**config.mk**
```make
export PLATFORM = sky130hd
export DESIGN_NAME = cntr_cla_mod
export DESIGN_NICKNAME = d
export VERILOG_FILES = /design/src/rtl/cntr_cla_mod_pkg.sv /design/src/rtl/cntr_cla_mod_cla.sv /design/src/rtl/cntr_cla_mod.sv
export SDC_FILE = /design/constraint.sdc
export NUM_CORES = 1
export LEC_CHECK = 0
export ABC_AREA = 1
export CORE_MARGIN = 1.5
export CORE_UTILIZATION = 54
export DETAILED_ROUTE_END_ITERATION = 10
export PLACE_DENSITY = 0.83
export SYNTH_ARGS = -nofsm -noshare
export SYNTH_HDL_FRONTEND = slang
export SYNTH_SLANG_ARGS = --single-unit
```
**constraint.sdc**
```tcl
create_clock -name clk -period 7.3 [get_ports clk]
set_clock_uncertainty 0.15 [all_clocks]
set_input_delay 1.825 -clock clk [delete_from_list [all_inputs] [get_ports clk]]
set_output_delay 1.825 -clock clk [all_outputs]
set_load 0.05 [all_outputs]
```
**src/rtl/cntr_cla_mod_pkg.sv**
```systemverilog
// Shared constants and types for the modulo up/down counter and its CLA adder.
// Holds direction encoding, look-ahead group size, reset value and the per-edge operation select.
package cntr_cla_mod_pkg;

  localparam logic DIR_UP       = 1'b1;
  localparam logic DIR_DN       = 1'b0;
  localparam int   CLA_GROUP    = 4;
  localparam int   CNTR_RST_VAL = 0;

  typedef enum logic [1:0] {
    OP_HOLD = 2'd0,
    OP_LOAD = 2'd1,
    OP_STEP = 2'd2
  } cntr_op_e;

endpackage

```
**src/rtl/cntr_cla_mod_cla.sv**
```systemverilog
// WIDTH-bit carry look-ahead adder: 4-bit look-ahead groups, group carries rippled.
// WIDTH must be a multiple of CLA_GROUP.
module cla_add_n
  import cntr_cla_mod_pkg::*;
#(
  parameter int WIDTH = 8
) (
  input  logic [WIDTH-1:0] a,
  input  logic [WIDTH-1:0] b,
  input  logic             ci,
  output logic [WIDTH-1:0] sum,
  output logic             co
);

  localparam int NG = WIDTH / CLA_GROUP;

  logic [NG:0] gc;

  assign gc[0] = ci;

  for (genvar g = 0; g < NG; g++) begin : g_grp
    logic [3:0] p;
    logic [3:0] k;
    logic [3:0] c;

    assign p = a[g*4 +: 4] ^ b[g*4 +: 4];
    assign k = a[g*4 +: 4] & b[g*4 +: 4];

    // Carries inside the group are flattened, not rippled.
    assign c[0] = gc[g];
    assign c[1] = k[0] | (p[0] & gc[g]);
    assign c[2] = k[1] | (p[1] & k[0]) | (p[1] & p[0] & gc[g]);
    assign c[3] = k[2] | (p[2] & k[1]) | (p[2] & p[1] & k[0])
                | (p[2] & p[1] & p[0] & gc[g]);
    assign gc[g+1] = k[3] | (p[3] & k[2]) | (p[3] & p[2] & k[1])
                   | (p[3] & p[2] & p[1] & k[0])
                   | (p[3] & p[2] & p[1] & p[0] & gc[g]);

    assign sum[g*4 +: 4] = p ^ c;
  end

  assign co = gc[NG];

endmodule

```
**src/rtl/cntr_cla_mod.sv**
```systemverilog
// Modulo up/down counter with programmable step, parallel load, tc pulse and sticky ovf.
// Define CNTR_CLA_SATURATE_EN to clamp at the limits instead of wrapping.
module cntr_cla_mod
  import cntr_cla_mod_pkg::*;
#(
  parameter int WIDTH = 8
) (
  input  logic             clk,
  input  logic             reset_n,
  input  logic             en,
  input  logic             up,
  input  logic [WIDTH-1:0] step,
  input  logic [WIDTH-1:0] max_val,
  input  logic             load,
  input  logic [WIDTH-1:0] load_val,
  input  logic             clr_ovf,
  output logic [WIDTH-1:0] cnt,
  output logic             tc,
  output logic             ovf
);

  if ((WIDTH % CLA_GROUP) != 0 || WIDTH <= 0) begin : g_width_chk
    $error("cntr_cla_mod: WIDTH must be a positive multiple of 4");
  end

  logic [WIDTH-1:0] cnt_q, cnt_d;
  logic             tc_q, tc_d;
  logic             ovf_q, ovf_d;

  logic [WIDTH-1:0] up_sum;
  logic             up_co;
  logic [WIDTH-1:0] dn_diff;
  logic             dn_co;
  logic [WIDTH-1:0] cmp_diff_unused;
  logic             cmp_co;

  logic             over;
  logic             borrow;
  logic             step_nz;
  logic             event_hit;
  cntr_op_e         op;

  cla_add_n #(.WIDTH(WIDTH)) u_add_up (
    .a   (cnt_q),
    .b   (step),
    .ci  (1'b0),
    .sum (up_sum),
    .co  (up_co)
  );

  cla_add_n #(.WIDTH(WIDTH)) u_add_dn (
    .a   (cnt_q),
    .b   (~step),
    .ci  (1'b1),
    .sum (dn_diff),
    .co  (dn_co)
  );

  // max_val - sum: a borrow means the truncated sum lies above the modulus.
  cla_add_n #(.WIDTH(WIDTH)) u_cmp (
    .a   (max_val),
    .b   (~up_sum),
    .ci  (1'b1),
    .sum (cmp_diff_unused),
    .co  (cmp_co)
  );

  assign over    = ~cmp_co;
  assign borrow  = ~dn_co;
  assign step_nz = |step;

  always_comb begin
    op = OP_HOLD;
    if (load) begin
      op = OP_LOAD;
    end else if (en && step_nz) begin
      op = OP_STEP;
    end
  end

  always_comb begin
    cnt_d     = cnt_q;
    tc_d      = 1'b0;
    ovf_d     = ovf_q;
    event_hit = 1'b0;
    case (op)
      OP_LOAD: begin
        cnt_d = (load_val > max_val) ? max_val : load_val;
        ovf_d = 1'b0;
      end
      OP_STEP: begin
        if (up == DIR_UP) begin
          if (up_co || over) begin
            event_hit = 1'b1;
`ifdef CNTR_CLA_SATURATE_EN
            cnt_d = max_val;
            tc_d  = (cnt_q != max_val);
`else
            cnt_d = '0;
            tc_d  = 1'b1;
`endif
          end else begin
            cnt_d = up_sum;
          end
        end else begin
          if (borrow) begin
            event_hit = 1'b1;
`ifdef CNTR_CLA_SATURATE_EN
            cnt_d = '0;
            tc_d  = (cnt_q != '0);
`else
            cnt_d = max_val;
            tc_d  = 1'b1;
`endif
          end else begin
            cnt_d = dn_diff;
          end
        end
        if (event_hit) begin
          ovf_d = 1'b1;
        end else if (clr_ovf) begin
          ovf_d = 1'b0;
        end
      end
      default: begin
        if (clr_ovf) begin
          ovf_d = 1'b0;
        end
      end
    endcase
  end

  always_ff @(posedge clk or negedge reset_n) begin
    if (!reset_n) begin
      cnt_q <= WIDTH'(CNTR_RST_VAL);
      tc_q  <= 1'b0;
      ovf_q <= 1'b0;
    end else begin
      cnt_q <= cnt_d;
      tc_q  <= tc_d;
      ovf_q <= ovf_d;
    end
  end

  assign cnt = cnt_q;
  assign tc  = tc_q;
  assign ovf = ovf_q;

endmodule

```
# ---- Word-level counts from Yosys, hierarchy flattened
# Cells that the tools add are included.
dict set report totals {
  memories 0
  latchBits 0
  rom_bits 0
  mem_bits_rw 0
  word_cells 154
  register_bits 10
}
dict set report classes {
  div_mod_pow 0
  muxes 15
  mul 0
  order_cmp 1
  shifts 0
  n_reduce_logical 4
  eq_ne 2
  bitwise_logic 129
  n_addsub 0
}
# op n
set op_table {}
lappend op_table {{1-bit AND} 66}
lappend op_table {{1-bit bitwise OR} 44}
lappend op_table {{4-bit bitwise XOR} 10}
lappend op_table {{8-bit two-way mux} 4}
lappend op_table {{4-bit AND} 6}
lappend op_table {{8-bit inverter} 2}
lappend op_table {{8-bit case mux with 2 select lines} 1}
lappend op_table {{8-bit greater-than comparator} 1}
lappend op_table {{8-bit OR reduction} 1}
lappend op_table {{1-bit two-way mux} 7}
lappend op_table {{2-bit two-way mux} 2}
lappend op_table {{2-bit by 1-bit equality test with 1-bit output (second input constant)} 1}
lappend op_table {{2-bit equality test (second input constant)} 1}
lappend op_table {{1-bit case mux with 2 select lines} 1}
lappend op_table {{2-bit nonzero test} 1}
lappend op_table {{1-bit logical AND} 1}
lappend op_table {{1-bit logical OR} 1}
lappend op_table {{1-bit inverter} 1}

# ---- Longest topological paths before layout
# Gate-level depths: netlist of run 1.
dict set report depth {
  depth_word 24
  mapped_depth 21
}

# ---- By module
# Synthesis of run 1 repeated with hierarchy kept, for this count alone.
dict set report unflattened {
  cells_unflattened 341
  area_unflattened_um2 2177.1
}
# module area_each_um2 cells_per_inst instances seq_area_each_um2
set by_module_without_submodules {}
lappend by_module_without_submodules {cla_add_n 362.8 57 3 0.0}
lappend by_module_without_submodules {cntr_cla_mod 1088.5 170 1 250.2}

# ---- Worst setup path before layout of run 1
# No wires, ideal clock.
dict set report synth_timing {
  path_kind {in2reg}
  start {in step[3]}
  end {reg cnt_q[6], in the netlist cnt[6]}
  arrival_ns 4.120
  setup_ns 0.118
  stages 18
  setup_slack_ns 2.912
  path_cell_list {inv_1 ha_1 inv_2 a21oi_2 nand3_2 fa_1 xnor2_1 inv_1 ha_1 nand4_1 and3_1 nand2_1 nand2_4 nor2_4 nand2_1 nand3_1 nand2_1 nand2_1}
}
dict set report synth_via {
  elab_chain_len 20
}
# element line
set synth_rtl {}
lappend synth_rtl {{start: declaration} cntr_cla_mod.sv:12} ;# input logic [WIDTH-1:0] step,
lappend synth_rtl {{4-bit bitwise XOR} cntr_cla_mod_cla.sv:26} ;# assign p = a[g*4 +: 4] ^ b[g*4 +: 4];
lappend synth_rtl {{1-bit AND (on tied branches)} {cntr_cla_mod_cla.sv:35, cntr_cla_mod_cla.sv:36}}
lappend synth_rtl {{1-bit bitwise OR (tied with other cells)} cntr_cla_mod_cla.sv:35} ;# assign gc[g+1] = k[3] | (p[3] & k[2]) | (p[3] & p[2] & k[1])
lappend synth_rtl {{1-bit bitwise OR or 1-bit AND (tied branches)} {cntr_cla_mod_cla.sv:35, cntr_cla_mod_cla.sv:36}}
lappend synth_rtl {{1-bit bitwise OR} cntr_cla_mod_cla.sv:36} ;# | (p[3] & p[2] & p[1] & k[0])
lappend synth_rtl {{1-bit AND (on tied branches)} {cntr_cla_mod_cla.sv:34, cntr_cla_mod_cla.sv:32}}
lappend synth_rtl {{1-bit bitwise OR (on tied branches)} {cntr_cla_mod_cla.sv:34, cntr_cla_mod_cla.sv:32}}
lappend synth_rtl {{4-bit bitwise XOR} cntr_cla_mod_cla.sv:39} ;# assign sum[g*4 +: 4] = p ^ c;
lappend synth_rtl {{(+3 left out)} --}
lappend synth_rtl {{1-bit bitwise OR (tied with other cells) (2 in series)} cntr_cla_mod_cla.sv:35}
lappend synth_rtl {{1-bit bitwise OR or 1-bit AND (tied branches)} {cntr_cla_mod_cla.sv:36, cntr_cla_mod_cla.sv:37}}
lappend synth_rtl {{1-bit bitwise OR} cntr_cla_mod_cla.sv:37} ;# | (p[3] & p[2] & p[1] & p[0] & gc[g]);
lappend synth_rtl {{1-bit inverter} cntr_cla_mod.sv:68} ;# assign over = ~cmp_co;
lappend synth_rtl {{1-bit logical OR} cntr_cla_mod.sv:93} ;# if (up_co || over) begin
lappend synth_rtl {{8-bit two-way mux} cntr_cla_mod.sv:93}
lappend synth_rtl {{8-bit two-way mux} cntr_cla_mod.sv:92} ;# if (up == DIR_UP) begin
lappend synth_rtl {{8-bit case mux with 2 select lines} cntr_cla_mod.sv:86} ;# case (op)
lappend synth_rtl {{end signal: assignment} cntr_cla_mod.sv:135} ;# cnt_q <= WIDTH'(CNTR_RST_VAL);
lappend synth_rtl {{end signal: assignment} cntr_cla_mod.sv:139} ;# cnt_q <= cnt_d;
lappend synth_rtl {{end: declaration} cntr_cla_mod.sv:26} ;# logic [WIDTH-1:0] cnt_q, cnt_d;
# Several ways; a longest one is shown, not always the timed one.
# A chain may end at the register's enable or synchronous reset.

# ---- Worst setup path after layout of run 1
dict set report layout_timing {
  start {in step[1]}
  end {reg cnt_q[6], in the netlist cnt[6]}
}
dict set report layout_via {
  elab_chain_len 19
}
# element line
set layout_rtl {}
lappend layout_rtl {{4-bit AND or 4-bit bitwise XOR (tied branches)} {cntr_cla_mod_cla.sv:27, cntr_cla_mod_cla.sv:26}}
lappend layout_rtl {{1-bit AND (on tied branches)} {cntr_cla_mod_cla.sv:35, cntr_cla_mod_cla.sv:33, cntr_cla_mod_cla.sv:36}}
lappend layout_rtl {{1-bit bitwise OR (tied with other cells)} cntr_cla_mod_cla.sv:35}
lappend layout_rtl {{1-bit bitwise OR (on tied branches)} {cntr_cla_mod_cla.sv:36, cntr_cla_mod_cla.sv:33}}
lappend layout_rtl {{1-bit AND (tied with other cells)} cntr_cla_mod_cla.sv:34} ;# | (p[2] & p[1] & p[0] & gc[g]);
lappend layout_rtl {{1-bit bitwise OR (tied with other cells)} cntr_cla_mod_cla.sv:34}
lappend layout_rtl {{4-bit bitwise XOR (on tied branches)} {cntr_cla_mod_cla.sv:39, cntr_cla_mod_cla.sv:26}}
lappend layout_rtl {{8-bit inverter (tied with other cells)} cntr_cla_mod.sv:62} ;# .b (~up_sum),
lappend layout_rtl {{(+2 left out)} --}
lappend layout_rtl {{1-bit bitwise OR (tied with other cells) (2 in series)} cntr_cla_mod_cla.sv:35}
lappend layout_rtl {{1-bit bitwise OR or 1-bit AND (tied branches)} {cntr_cla_mod_cla.sv:36, cntr_cla_mod_cla.sv:37}}
lappend layout_rtl {{1-bit bitwise OR} cntr_cla_mod_cla.sv:37}
lappend layout_rtl {{1-bit inverter} cntr_cla_mod.sv:68}
lappend layout_rtl {{1-bit logical OR} cntr_cla_mod.sv:93}
lappend layout_rtl {{8-bit two-way mux} cntr_cla_mod.sv:93}
lappend layout_rtl {{8-bit two-way mux} cntr_cla_mod.sv:92}
lappend layout_rtl {{8-bit case mux with 2 select lines} cntr_cla_mod.sv:86}
# Several ways; a longest one is shown, not always the timed one.

==> impl_metrics.yaml, run 1 <==
floorplan:
  ioPinCount: 40
  floorplan.die.width_um: 63.81
  dieArea_um2: 4072
  row_count: 21
  coreArea_um2: 3442
  dieHeight_um: 63.81
  start_util: 0.5802
layout:
  post_route_cells_drive_above_1_share: 0.06877
  multiInputGateArea_um2: 1534
  regArea_um2: 250.2
  nFillCells: 316
  final_util: 0.7183
  fin_nets: 417
  layout-area-overhead-vs-synth_pct: 23.81
  layout.cells.most_common_list: "sky130_fd_sc_hd__nand2_1, sky130_fd_sc_hd__nand3_1, sky130_fd_sc_hd__inv_1"
  final_common_cell: "sky130_fd_sc_hd__nand2_1"
  antenna_cells_inserted: 0
  fin_cells: 395
logic_synthesis:
  synth-compound-area-share: 0.09586
  muxShareOfSynthArea: 0
  yosysSeqAreaShare: 0.1253
  postSynth.topFlopCell: "sky130_fd_sc_hd__dfrtp_1"
  yosys_warnings: 0
  synth_area_um2: 1997
  synthArstFlopShare: 1.000
  cells_after_synth: 310
  netlist-cell-type-count: 32
  synthXorXnorAreaFrac: 0.01754
  largest_family_of_logic_cells_by_synthesized_area: "simple AND/OR/NAND/NOR gates"
  synth-edff-count: 0
  ys_ff_latch: 10
  syn-mean-instance-area_um2: 6.442
  syn_nets: 376
  synth-adder-area-share: 0.2368
  simple_gate_fraction_of_synth_area: 0.4179
placement:
  dpl.cell_count: 392
  portBuffers: 39
  finalWeightedCongestion: 0.9200
  dpl.hpwl_um: 4392
grt:
  grt_antenna_before_repair: 0
  first_global_vias: 2009
  grt_remaining_overflow: 0
  grt_start_max_net_pins: 13
  global_route.usage.total: 0.2804
  grt_pass1_wl_um: 9101
sta:
  fin_worst_hold_slack_ns: 0.3911
  report.final.slew_viol_count: 0
  setup-tns-final_ns: 0
  worst-slew-pin-transition_ns: 0.5051
  period_needed_ns: 5.084
  timing.final.hold_violations: 0
  max_freq_mhz: 196.7
  timing.max_slew.rel_slack: 0.6622
  report.final.setup_viol: 0
  min_period_over_period: 0.6964
  rsz0062_at_grt: "no"
setup_path:
  critical_path.n_buffers_inverters: 4
  worst_path_dominant_cell_family: "simple AND/OR/NAND/NOR gates"
  path_cells: "clkdlybuf4s50_1 > inv_1 > ha_1 > inv_1 > nand4_1 > nand3_2 > fa_1 > xnor2_1 > inv_1 > ha_1 > nand4_1 > and3_1 > nand2_1 > nand2_4 > nor2_4 > nand2_1 > nand3_1 > nand2_1 > nand2_1"
  cp_slowest_cell: "sky130_fd_sc_hd__clkdlybuf4s50_1"
  critical_path_required_ns: 7.28
  cpMostUsedCell: "sky130_fd_sc_hd__nand2_1"
  critical_path_peak_fanout: 7
  cp_data_arrival_time_ns: 5.07
  worstSetupStartpointType: "primary input"
  critical_path.endpoint_type: "register"
  timing_worst_setup_path_type: "in2reg"
  cp_slowest_stage_delay_ns: 0.53
clock_network:
  clock_tree_from_tritoncts: "yes"
  post_cts_hold_buffer_count: 0
  clock_insertion_delay_worst_skew_ns: 0.24
  post_cts.repair.setup_buffers: 0
  cts-htree-levels: 1
  cts-buffers-inserted: 3
  clkSinkCount: 10
  cts-root-buf: "sky130_fd_sc_hd__clkbuf_8"
  clk_path_buf_depth: 2
  cts.repair.resized: 0
  clkTransAtPathRegs_ns: 0.05
drt:
  first_iter_violations: 116
  mean_number_of_vias_per_cell: 5.491
  detail_route.wirelength_um: 5289
  routed_vias: 2169
  drt-pass1-iter-count: 4
  post-route-drc-count: 0
  wl_per_cell_um: 13.39
  antenna_violating_nets_left: 0
run_status:
  outcome: "complete, no violations"
power:
  leakage_uw: 0.001320
  vdd_ir_drop_max_mv: 0.1155
  p_total_uw: 491.2
  p_per_area_nw_per_um2: 198.7
min_path:
  min-delay-path-class: "reg2reg"
run:
  drv_cap: 0
-- registers in the layout, indices dropped and copies added, names as in the netlist --
signal  flops
cnt         8
ovf         1
tc          1
-- stage by stage --
step / instance area, um^2 / worst slack, ns
after floorplan: 1997 / 2.912
after global placement: 2431 / 2.015
final: 2472 / 2.216
after CTS: 2472 / 2.243
after detailed placement: 2431 / 2.015
after global routing: 2472 / 1.941
-- per-layer routing --
metal / global-route usage / up-vias / routed length (um)
met2: 0.4831 / 72 / 2533
met5: 0 / - / 0
met1: 0.3729 / 987 / 2319
li1: - / 1097 / -
met3: 0.01761 / 13 / 321
met4: 0.08967 / 0 / 114
-- layout make-up --
type,instances,area share
multi-input combinational,244,0.6204
clock buffer,3,0.01670
timing repair buffer,39,0.1579
sequential,10,0.1012
inverter,53,0.08047
tap,46,0.02328
-- path summary, 6_finish.rpt --
path | from | to | slack, ns | cells after the start
worst max-delay path | step[1] | cnt[6] | 2.22 | 19
worst min-delay path | ovf | ovf | 0.39 | 2
worst max register to register | cnt[1] | cnt[6] | 3.93 | 17
worst min register to register | ovf | ovf | 0.39 | 2
max in group asynchronous | reset_n | cnt[2] | 4.92 | 1
min in group asynchronous | reset_n | cnt[6] | 1.76 | 1
-- logic make-up (layout without fill, tap and decap cells) --
family / Yosys count / in the layout
XOR/XNOR: 4 / 4
AO/OA/AOI/OAI: 28 / 28
AND/OR/NAND/NOR: 176 / 176
buffers and inverters: 56 / 95
adder cells (fa/ha/maj): 36 / 36
flip-flops: 10 / 10
-- where the power goes --
part / switching [uW] / internal, uW / leakage, uW
Sequential: 12.6 / 64.9 / 0.000123
Combinational: 225 / 131 / 0.00118
Clock: 22.2 / 36.2 / 0.0000216
Total: 259 / 232 / 0.00132
-- worst reg2reg max path, delay by kind of cell (launching register included) --
family        cells  cell delay (ns)
xor+xnor          1             0.24
simple gates     11             1.16
fa+ha+maj         3             1.08
buf+inv           2             0.16
flops             1             0.45
-- cells in the mapped netlist (all sizes together), types with 3 or more instances --
| cell | n | share of area |
|---|---|---|
| a21oi | 18 | 0.064 |
| nand3 | 55 | 0.15 |
| nor2 | 19 | 0.043 |
| nand2 | 86 | 0.17 |
| o21ai | 5 | 0.013 |
| ha | 33 | 0.21 |
| nand4 | 13 | 0.044 |
| o21a | 3 | 0.011 |
| inv | 52 | 0.098 |
| dfrtp | 10 | 0.13 |
| fa | 3 | 0.030 |
Power figures use the tool's default switching activity.
==> inputs of run 2 (changes only) <==
--- a/config.mk
+++ b/config.mk
@@ -7,9 +7,9 @@
 export LEC_CHECK = 0
 export ABC_AREA = 1
 export CORE_MARGIN = 1.5
-export CORE_UTILIZATION = 54
+export CORE_UTILIZATION = 53
 export DETAILED_ROUTE_END_ITERATION = 10
-export PLACE_DENSITY = 0.83
+export PLACE_DENSITY = 0.82
 export SYNTH_ARGS = -nofsm -noshare
 export SYNTH_HDL_FRONTEND = slang
 export SYNTH_SLANG_ARGS = --single-unit
==> constraint.sdc (replaced) <==
create_clock -name clk -period 5 [get_ports clk]
set_clock_uncertainty 0.15 [all_clocks]
set_input_delay 1.25 -clock clk [delete_from_list [all_inputs] [get_ports clk]]
set_output_delay 1.25 -clock clk [all_outputs]
set_load 0.05 [all_outputs]
==> impl_metrics.yaml, run 2 (same netlist as run 1, synthesis figures left out) <==
drt:
  post-route-drc-count: 0
  mean_number_of_vias_per_cell: 5.416
  detail_route.wirelength_um: 5195
  first_iter_violations: 144
  drt-pass1-iter-count: 4
  wl_per_cell_um: 13.02
  antenna_violating_nets_left: 0
  routed_vias: 2161
setup_path:
  timing_worst_setup_path_type: "in2reg"
  critical_path.endpoint_type: "register"
  critical_path_required_ns: 4.97
  critical_path_peak_fanout: 7
  cp_data_arrival_time_ns: 4.37
  worstSetupStartpointType: "primary input"
placement:
  dpl.cell_count: 395
  dpl.hpwl_um: 4296
  portBuffers: 39
  finalWeightedCongestion: 0.9089
layout:
  final_common_cell: "sky130_fd_sc_hd__nand2_1"
  fin_cells: 399
  post_route_cells_drive_above_1_share: 0.07407
  layout-area-overhead-vs-synth_pct: 25.00
  antenna_cells_inserted: 0
  largest_register_ffs: 8
  layout.cells.most_common_list: "sky130_fd_sc_hd__nand2_1, sky130_fd_sc_hd__nand3_1, sky130_fd_sc_hd__inv_1"
  fin_nets: 418
power:
  power.combinational.fraction: 0.707
  power.share.switching: 0.5159
  vdd_ir_drop_max_mv: 0.1850
  p_total_uw: 738.7
  sequentialPowerShare: 0.152
  leakage_uw: 0.001332
  internal-power_uw: 357.6
  p_per_area_nw_per_um2: 295.9
  power.switching_uw: 381.1
  power_frac_clock: 0.141
sta:
  period_needed_ns: 4.399
  setup-tns-final_ns: 0
  timing.max_slew.rel_slack: 0.6717
  rsz0062_at_grt: "no"
  max_freq_mhz: 227.3
  worst-slew-pin-transition_ns: 0.4910
  report.final.slew_viol_count: 0
  timing.final.hold_violations: 0
  fin_worst_hold_slack_ns: 0.3895
  min_period_over_period: 0.8798
  report.final.setup_viol: 0
grt:
  global_route.usage.total: 0.2683
  grt_remaining_overflow: 0
  first_global_vias: 2011
  grt_start_max_net_pins: 13
  grt_pass1_wl_um: 8825
  grt_antenna_before_repair: 0
floorplan:
  ioPinCount: 40
  start_util: 0.5496
  coreArea_um2: 3633
  dieArea_um2: 4145
  dieHeight_um: 64.38
  row_count: 22
  floorplan.die.width_um: 64.38
clock_network:
  post_cts_hold_buffer_count: 0
  clock_tree_from_tritoncts: "yes"
  clkSinkCount: 10
  cts-root-buf: "sky130_fd_sc_hd__clkbuf_8"
  clock_insertion_delay_worst_skew_ns: 0.24
  cts.repair.resized: 0
  cts-htree-levels: 1
  clk_path_buf_depth: 2
  cts-buffers-inserted: 3
  post_cts.repair.setup_buffers: 0
  clkTransAtPathRegs_ns: 0.05
run:
  drv_cap: 0
run_status:
  outcome: "complete, no violations"
min_path:
  min-delay-path-class: "reg2reg"
==> run 2: cell types whose count changed in the layout (fill, tap and decap cells not counted) <==
| cell | delta |
|---|---|
| sky130_fd_sc_hd__buf_4 | +1 |
| sky130_fd_sc_hd__clkbuf_8 | +1 |
==> run 2: metal layers <==
metal  share of wire  up-vias  global-route usage
met5               0        -                   0
met1            0.44      969              0.3431
met3           0.056       17             0.03345
met2            0.47       68              0.4544
li1                -     1107                   -
met4           0.028        0              0.1117
==> run 2: final cells by class <==
type | instances | area [um^2]
timing repair buffer | 40 | 397.9
tap | 48 | 60.06
clock buffer | 4 | 55.05
fill | 322 | 1137
sequential | 10 | 250.2
inverter | 53 | 198.9
multi-input combinational | 244 | 1534
==> run 2: path summary, 6_finish.rpt <==
path                              start      to  slack (ns)  cells past startpoint
worst max-delay path            step[1]     ovf        0.60                     19
worst min-delay path                ovf     ovf        0.39                      2
worst max register to register   cnt[1]     ovf        1.76                     17
worst min register to register      ovf     ovf        0.39                      2
max in group asynchronous       reset_n  cnt[6]        3.19                      1
min in group asynchronous       reset_n  cnt[0]        1.19                      1
==> run 2: power groups by stage <==
| stage | Sequential (uW) | Clock [uW] | Combinational [uW] |
|---|---|---|---|
| floorplan | 159 | 0 | 327 |
| global placement | 113 | 0 | 504 |
| detailed placement | 113 | 0 | 514 |
| CTS | 112 | 104 | 519 |
| global route | 115 | 108 | 581 |
| finish | 112 | 104 | 522 |
==> run 2: stage by stage <==
stage / worst slack, ns / util / area [um^2]
after CTS: 0.6200 / 0.6870 / 2496
after global placement: 0.4836 / 0.6718 / 2441
after floorplan: 1.187 / - / 1997
after detailed placement: 0.4068 / 0.6718 / 2441
after global routing: 0.2884 / 0.6870 / 2496
final: 0.6009 / 0.6870 / 2496
==> run 2: critical path, cell delays in order <==
cell and delay (ns):
sky130_fd_sc_hd__clkdlybuf4s50_1 0.54, sky130_fd_sc_hd__inv_1 0.08, sky130_fd_sc_hd__ha_1 0.32, sky130_fd_sc_hd__inv_1 0.08, sky130_fd_sc_hd__nand4_1 0.11, sky130_fd_sc_hd__nand3_2 0.14, sky130_fd_sc_hd__fa_1 0.41, sky130_fd_sc_hd__xnor2_1 0.19
sky130_fd_sc_hd__inv_1 0.07, sky130_fd_sc_hd__ha_1 0.30, sky130_fd_sc_hd__nand3_1 0.11, sky130_fd_sc_hd__nor2_1 0.10, sky130_fd_sc_hd__nand2_1 0.06, sky130_fd_sc_hd__nand2_1 0.24, sky130_fd_sc_hd__nand2_4 0.09, sky130_fd_sc_hd__nand2_1 0.06
sky130_fd_sc_hd__o21ai_1 0.07, sky130_fd_sc_hd__nand2_1 0.10, sky130_fd_sc_hd__o21ai_1 0.06
